===== src/rtl/mem_stage_ctrl_pkg.sv =====
// Shared definitions for the memory-stage sequencer: state encoding,
// timeout default and the alignment mask for halfword accesses.
package mem_stage_ctrl_pkg;

   typedef enum logic [1:0] {
      ST_IDLE = 2'b00,
      ST_BUSY = 2'b01,
      ST_DONE = 2'b10,
      ST_ERR  = 2'b11
   } mem_state_e;

   localparam int unsigned TIMEOUT_DEF    = 16;
   localparam logic [15:0] MEM_ALIGN_MASK = 16'h0001;

   function automatic logic is_misaligned(input logic [15:0] addr);
      return (addr & MEM_ALIGN_MASK) != 16'h0000;
   endfunction

endpackage


===== src/rtl/mem_stage_ctrl_timeout_cnt.sv =====
// Generic reset flop cell and the clearable, enabled, saturating timeout
// counter built from it; tc flags the last permitted BUSY cycle.
module mem_dff #(
   parameter int unsigned W = 1
) (
   input  logic         clk,
   input  logic         rst,
   input  logic [W-1:0] d,
   output logic [W-1:0] q
);
   always_ff @(posedge clk) begin
      if (!rst) q <= '0;
      else      q <= d;
   end
endmodule

module mem_timeout_cnt #(
   parameter int unsigned TIMEOUT = 16,
   parameter int unsigned CNT_W   = 8
) (
   input  logic clk,
   input  logic rst,
   input  logic clr,
   input  logic en,
   output logic tc
);
   localparam logic [CNT_W-1:0] TC_VAL = CNT_W'(TIMEOUT - 1);

   logic [CNT_W-1:0] cnt_d, cnt_q;

   // Saturates at TC_VAL so a stuck enable can never wrap back to zero.
   always_comb begin
      cnt_d = cnt_q;
      if (clr)             cnt_d = '0;
      else if (en && !tc)  cnt_d = cnt_q + CNT_W'(1);
   end

   mem_dff #(.W(CNT_W)) u_cnt (
      .clk (clk),
      .rst (rst),
      .d   (cnt_d),
      .q   (cnt_q)
   );

   assign tc = (cnt_q == TC_VAL);
endmodule


===== src/rtl/mem_stage_ctrl.sv =====
// Memory-stage sequencer: issues one data-memory request per X/M instruction,
// stalls upstream until completion, captures load data and flags errors.
module mem_stage_ctrl
   import mem_stage_ctrl_pkg::*;
#(
   parameter int unsigned TIMEOUT = TIMEOUT_DEF,
   parameter int unsigned CNT_W   = 8
) (
   input  logic        clk,
   input  logic        rst,
   input  logic [15:0] addrM,
   input  logic [15:0] wrtDataM,
   input  logic        memWrtM,
   input  logic        readEnM,
   output logic        memReqEn,
   output logic        memReqWr,
   output logic [15:0] memAddr,
   output logic [15:0] memWrData,
   input  logic        memDone,
   input  logic [15:0] memRdData,
   output logic        stallM,
   output logic [15:0] readDataM,
   output logic        errM
);
   mem_state_e  state_d, state_q;
   logic [15:0] rd_data_d, rd_data_q;
   logic        req, cnt_clr, cnt_en, cnt_tc;

   assign req = memWrtM | readEnM;

   always_comb begin
      state_d   = state_q;
      rd_data_d = rd_data_q;
      memReqEn  = 1'b0;
      stallM    = 1'b0;
      cnt_clr   = 1'b1;
      cnt_en    = 1'b0;
      unique case (state_q)
         ST_IDLE: begin
            if (req) begin
               if (is_misaligned(addrM)) begin
                  state_d = ST_ERR;
               end else begin
                  memReqEn = 1'b1;
                  stallM   = 1'b1;
                  state_d  = ST_BUSY;
               end
            end
         end
         ST_BUSY: begin
            stallM  = 1'b1;
            cnt_clr = 1'b0;
            // Completion beats timeout when both land in the same cycle.
            if (memDone) begin
               if (!memWrtM) rd_data_d = memRdData;
               state_d = ST_DONE;
            end else begin
               cnt_en = 1'b1;
               if (cnt_tc) state_d = ST_ERR;
            end
         end
         // The X/M register still holds the finished instruction here.
         ST_DONE: state_d = ST_IDLE;
         ST_ERR:  state_d = ST_ERR;
         default: state_d = ST_IDLE;
      endcase
   end

   always_ff @(posedge clk) begin
      if (!rst) begin
         state_q   <= ST_IDLE;
         rd_data_q <= 16'h0000;
      end else begin
         state_q   <= state_d;
         rd_data_q <= rd_data_d;
      end
   end

   mem_timeout_cnt #(.TIMEOUT(TIMEOUT), .CNT_W(CNT_W)) u_tmo (
      .clk (clk),
      .rst (rst),
      .clr (cnt_clr),
      .en  (cnt_en),
      .tc  (cnt_tc)
   );

   assign memReqWr  = memWrtM;
   assign memAddr   = addrM;
   assign memWrData = wrtDataM;
   assign readDataM = rd_data_q;
   assign errM      = (state_q == ST_ERR);
endmodule

===== config.mk =====
export PLATFORM = sky130hd
export DESIGN_NAME = mem_stage_ctrl
export DESIGN_NICKNAME = d
export VERILOG_FILES = /design/src/rtl/mem_stage_ctrl_pkg.sv /design/src/rtl/mem_stage_ctrl_timeout_cnt.sv /design/src/rtl/mem_stage_ctrl.sv
export SDC_FILE = /design/constraint.sdc
export NUM_CORES = 1
export LEC_CHECK = 0
export BUFFER_PORTS_ARGS = -buffer_cell sky130_fd_sc_hd__clkbuf_2
export CAP_MARGIN = 20
export CORE_UTILIZATION = 43
export DETAILED_ROUTE_END_ITERATION = 12
export GPL_ROUTABILITY_DRIVEN = 0
export HOLD_SLACK_MARGIN = 0.03
export PLACE_DENSITY = 0.85
export SYNTH_ARGS = -nofsm -noshare
export SYNTH_HDL_FRONTEND = slang
export SYNTH_SLANG_ARGS = --single-unit

===== constraint.sdc =====
create_clock -name clk -period 3.1 [get_ports clk]
set_clock_uncertainty 0.2 [all_clocks]
set_input_delay 0.31 -clock clk [delete_from_list [all_inputs] [get_ports clk]]
set_output_delay 0.31 -clock clk [all_outputs]
set_load 0.02 [all_outputs]

; Yosys cells after proc, flatten, opt, wreduce, memory -nomap -nowiden
; Index checks and enable logic that the tools add are counted.
[totals]
ram_bits = 0
elab_cells = 29
latchBits = 0
input_bits = 53
ff_bits = 26
memories = 0
output_inout_bits = 52
romBits = 0
[op_classes]
div = 0
addsub = 1
order_cmp = 0
shift = 0
n_eq_ne = 6
mux = 11
bitwise_logic = 2
n_reduce_logical = 6
n_mul = 0
[op_table]
columns = cell, count
row1 = $add A8 B1 Y8 const B, 1
row2 = $eq A8 B4 Y1 const B, 1
row3 = $mux W2, 4
row4 = $pmux W2 S4, 1
row5 = $mux W1, 5
row6 = $eq A2 B2 Y1 const B, 2
row7 = $reduce_and A2 Y1, 2
row8 = $ne A3 B2 Y1 const B, 1
row9 = $reduce_and A3 Y1, 1
row10 = $eq A2 B1 Y1 const B, 1
row11 = $logic_not A2 Y1, 1
row12 = $ne A2 B2 Y1 const B, 1
row13 = $pmux W1 S2, 1
row14 = $logic_and A1 B1 Y1, 1
row15 = $logic_not A1 Y1, 1
row16 = $not A1 Y1, 1
row17 = $or A1 B1 Y1, 1

; Depth between registers and ports, before layout
[logic_depth]
depth_word = 4
depth_mapped = 5

; By module
; Synthesis repeated with hierarchy kept, for this count alone.
[unflattened]
hier_cells = 170
area_unflattened_um2 = 1425.1
[modules_own_cells]
columns = module, seq_area_each_um2, area_per_inst_um2, n_inst, cells_each
row1 = mem_stage_ctrl, 360.3, 962.2, 1, 118
row2 = mem_timeout_cnt, 0.0, 252.7, 1, 36
row3 = mem_dff, 160.2, 210.2, 1, 16

; Worst setup path after synthesis
; No wires, ideal clock.
[synth_path]
path_kind = flip-flop to output port
startpoint = register state_q[1]
endpoint = output stallM
slack_ns = 1.128
stages_incl_launch_ff = 4
arrival_ns = 1.462
cell_sequence = dfxtp_1 > o21ba_2 > nor3b_1 > nand2b_1
[synth_via]
elab_chain_cells = 2
elab_cells_between_ends = 3
[synth_lines]
columns = item, line_no
row1 = start: declaration, mem_stage_ctrl.sv:25  ; mem_state_e state_d, state_q;
row2 = start signal: assignment, mem_stage_ctrl.sv:74  ; state_q <= state_d;
row3 = $eq A2 B1 Y1 / $logic_not A2 Y1 (equally long branches), mem_stage_ctrl.sv:38  ; unique case (state_q)
row4 = $pmux W1 S2 *, mem_stage_ctrl.sv:38
row5 = end: declaration, mem_stage_ctrl.sv:21  ; output logic stallM,
; Every way passes the cells marked *; elsewhere a longest branch is shown, timed or not.

; Worst setup path in the final report
; Ends and elaborated chain as after synthesis.

==> flow_metrics.py <==
metrics = {
    "sta": {
        "slew_headroom": 0.589,
        "fmax_mhz": 486,
        "rsz0062_at_grt": "false",
        "finalMaxSlewViolations": 0,
        "layout_min_cycle_time_ps": 2060,
        "worst_slew_pin_slew_ps": 611,
        "finalSetupViolCount": 0,
        "hold_viol_final": 0,
        "final.setup.tns_ps": 0,
        "finalCritPeriodShare": 0.664,
    },
    "min_path": {
        "hold_start": "addrM[0]",
        "hold_path.class": "primary input to flip-flop",
        "holdPathEnd": "state_q[1]",
        "holdPathStages": 3,
    },
    "clock_network": {
        "clk_pin_slew_ps": 120,
        "clock_sinks": 26,
        "cts_max_level": 1,
        "cts-buffers-inserted": 3,
        "clock_latency_ps": 310,
        "post_cts_buffers": 0,
        "postCtsHoldBufs": 16,
        "tritoncts": "done",
        "clockBufferDepth": 2,
        "cts-root-buf": "clkbuf_4",
        "cts_resized": 0,
    },
    "yosys": {
        "ys_types": 33,
        "async_reset_ff_frac": 0,
        "synthTopCellsByCount": "nand2_1, buf_4, dfxtp_1",
        "synth_top_family_by_area": "simple AND/OR/NAND/NOR gates",
        "yosysTopAreaCellShare": 0.373,
        "synth-xor-area-share": 0,
        "avgSynthCellArea_um2": 8.31,
        "ys_seq_area_frac": 0.373,
        "synth_area_leader_cell": "dfxtp_1",
        "syn-num-nets": 222,
        "synth_cells": 168,
        "synthAdderAreaFrac": 0.00896,
        "synth_flop_cell": "dfxtp_1",
        "synth_compound_area_frac": 0.150,
        "synthMuxAreaShare": 0.0215,
        "synth_simple_gate_area_share": 0.237,
        "yosys_warnings": 0,
        "yosysMostFrequentCell": "nand2_1",
        "ys_ff_latch": 26,
        "synth.area.top_cells": "dfxtp_1, buf_4, nand2_1",
        "synth_edf_count": 0,
        "netlist_area_um2": 1400,
    },
    "power_and_ir_drop": {
        "p_leak_nw": 0.616,
        "ir_worst_vdd_mv": 0.284,
        "powerDensity_nw_per_um2": 376,
        "report.power.total_uw": 590,
    },
    "grt": {
        "grt_pass1_wl_um": 4380,
        "track_usage": 0.167,
        "antenna_found_initial": 0,
        "grt-ovfl-total": 0,
        "grt_pass1_vias": 1040,
        "grt_max_degree": 21,
    },
    "routing": {
        "avgViaCountPerCell": 4.81,
        "drt.antenna.violating_nets": 0,
        "wl_um": 2750,
        "wl_per_cell_um": 11.9,
        "firstDrtPassIters": 4,
        "drt_iter0_markers": 44,
        "vias": 1115,
        "drc": 0,
    },
    "floorplanning": {
        "die-height_um": 59.0,
        "io_pins": 105,
        "initial_core_util": 0.454,
        "chipWidth_um": 59.0,
        "core_area_um2": 3080,
        "die_area_um2": 3480,
        "row_count": 20,
    },
    "layout": {
        "multi_input_area_um2": 588,
        "n_fill_cell": 309,
        "antennaDiodeCount": 0,
        "layout-drive-gt1-share": 0.261,
        "seq_area_um2": 520,
        "syn_to_final_growth_pct": 12.3,
        "nets": 244,
    },
    "flow_run": {
        "maxCapViolations": 0,
    },
    "setup_path": {
        "end_kind": "output port",
        "cp_max_fo": 10,
        "r2r-end": "u_tmo.u_cnt.q[6]",
        "r2r-start": "state_q[0]",
        "cp.arrival_ps": 1550,
        "cp-start-kind": "flip-flop",
        "worst-r2r-cell-count": 3,
        "critPathKind": "flip-flop to output port",
        "cp.required_ps": 2590,
        "rrSetupSlack_ps": 1130,
    },
    "status": {
        "status": "finished, final reports clean",
    },
    "placement": {
        "io_buffer_count": 42,
        "dpl.hpwl_um": 1870,
    },
}
-- worst max path at each step --
stage                    start          endpoint  slack [ps]  cells past startpoint
finish              state_q[1]            stallM        1040                      4
global placement    state_q[0]  u_tmo.u_cnt.q[6]        1240                      3
floorplan           state_q[1]            stallM        1130                      3
detailed placement  state_q[0]  u_tmo.u_cnt.q[6]        1170                      3
CTS                 state_q[1]            stallM        1020                      4
global route        state_q[1]            stallM         940                      4
-- cells by family (layout without fill, tap and decap cells) --
logic type	count (synthesis)	after routing
AO/OA/AOI/OAI	30	30
AND/OR/NAND/NOR	65	65
adder cells (fa/ha/maj)	1	1
flip-flops	26	26
buffers and inverters	43	63
multiplexers	3	3
-- registers in the layout (all words and copies together), names as in the netlist --
signal,flops
state_q,2
u_tmo.u_cnt.q,8
readDataM,16
-- per-layer routing --
layer,track usage,vias to the layer above,wire [µm]
li1,-,572,-
met1,0.183,499,1200
met2,0.291,36,1330
met3,0.0459,8,166
met4,0.0952,0,57
met5,0,-,0
-- power breakdown --
group	switching (mW)	total (mW)	internal (mW)	leakage (nW)
Combinational	0.0501	0.101	0.0505	0.392
Clock	0.0903	0.136	0.0455	0.0138
Sequential	0.00996	0.353	0.343	0.211
Total	0.150	0.590	0.439	0.616
-- cells in the final DEF, fill, tap and decap left out, types with 2 or more instances in the layout --
cell           netlist  final
clkbuf_2             1     42
nand2_1             40     40
dfxtp_1             26     26
a21boi_0            16     16
dlygate4sd3_1        0     16
a21oi_1              6      6
nor3b_1              3      3
nand2b_1             3      3
mux2i_1              3      3
or4_1                3      3
o21ai_0              3      3
clkbuf_4             0      3
a211oi_1             2      2
nor3_1               2      2
nand4b_1             2      2
nand3_1              2      2
-- through the flow --
stage	hold WS (ps)	utilization	area, µm²	setup slack [ps]	instances
final	108	0.509	1570	1040	232
after floorplan	242	-	1400	1130	168
after global placement	251	0.450	1390	1240	213
after detailed placement	256	0.450	1390	1170	213
after CTS	104	0.509	1570	1020	232
after global routing	115	0.509	1570	939	232
-- critical path, stage by stage, from the launching register on --
cell and delay [ps]:
dfxtp_1 410, o21ba_2 290, nor3b_1 240, nand2b_1 140, clkbuf_2 160
-- area by class of cell --
class                      instances  area share
timing repair buffer              59       0.241
multi-input combinational         99       0.375
sequential                        26       0.332
tap                               44      0.0351
inverter                           1     0.00239
clock buffer                       3      0.0144
Note: power is estimated with default switching activity, not from simulation.
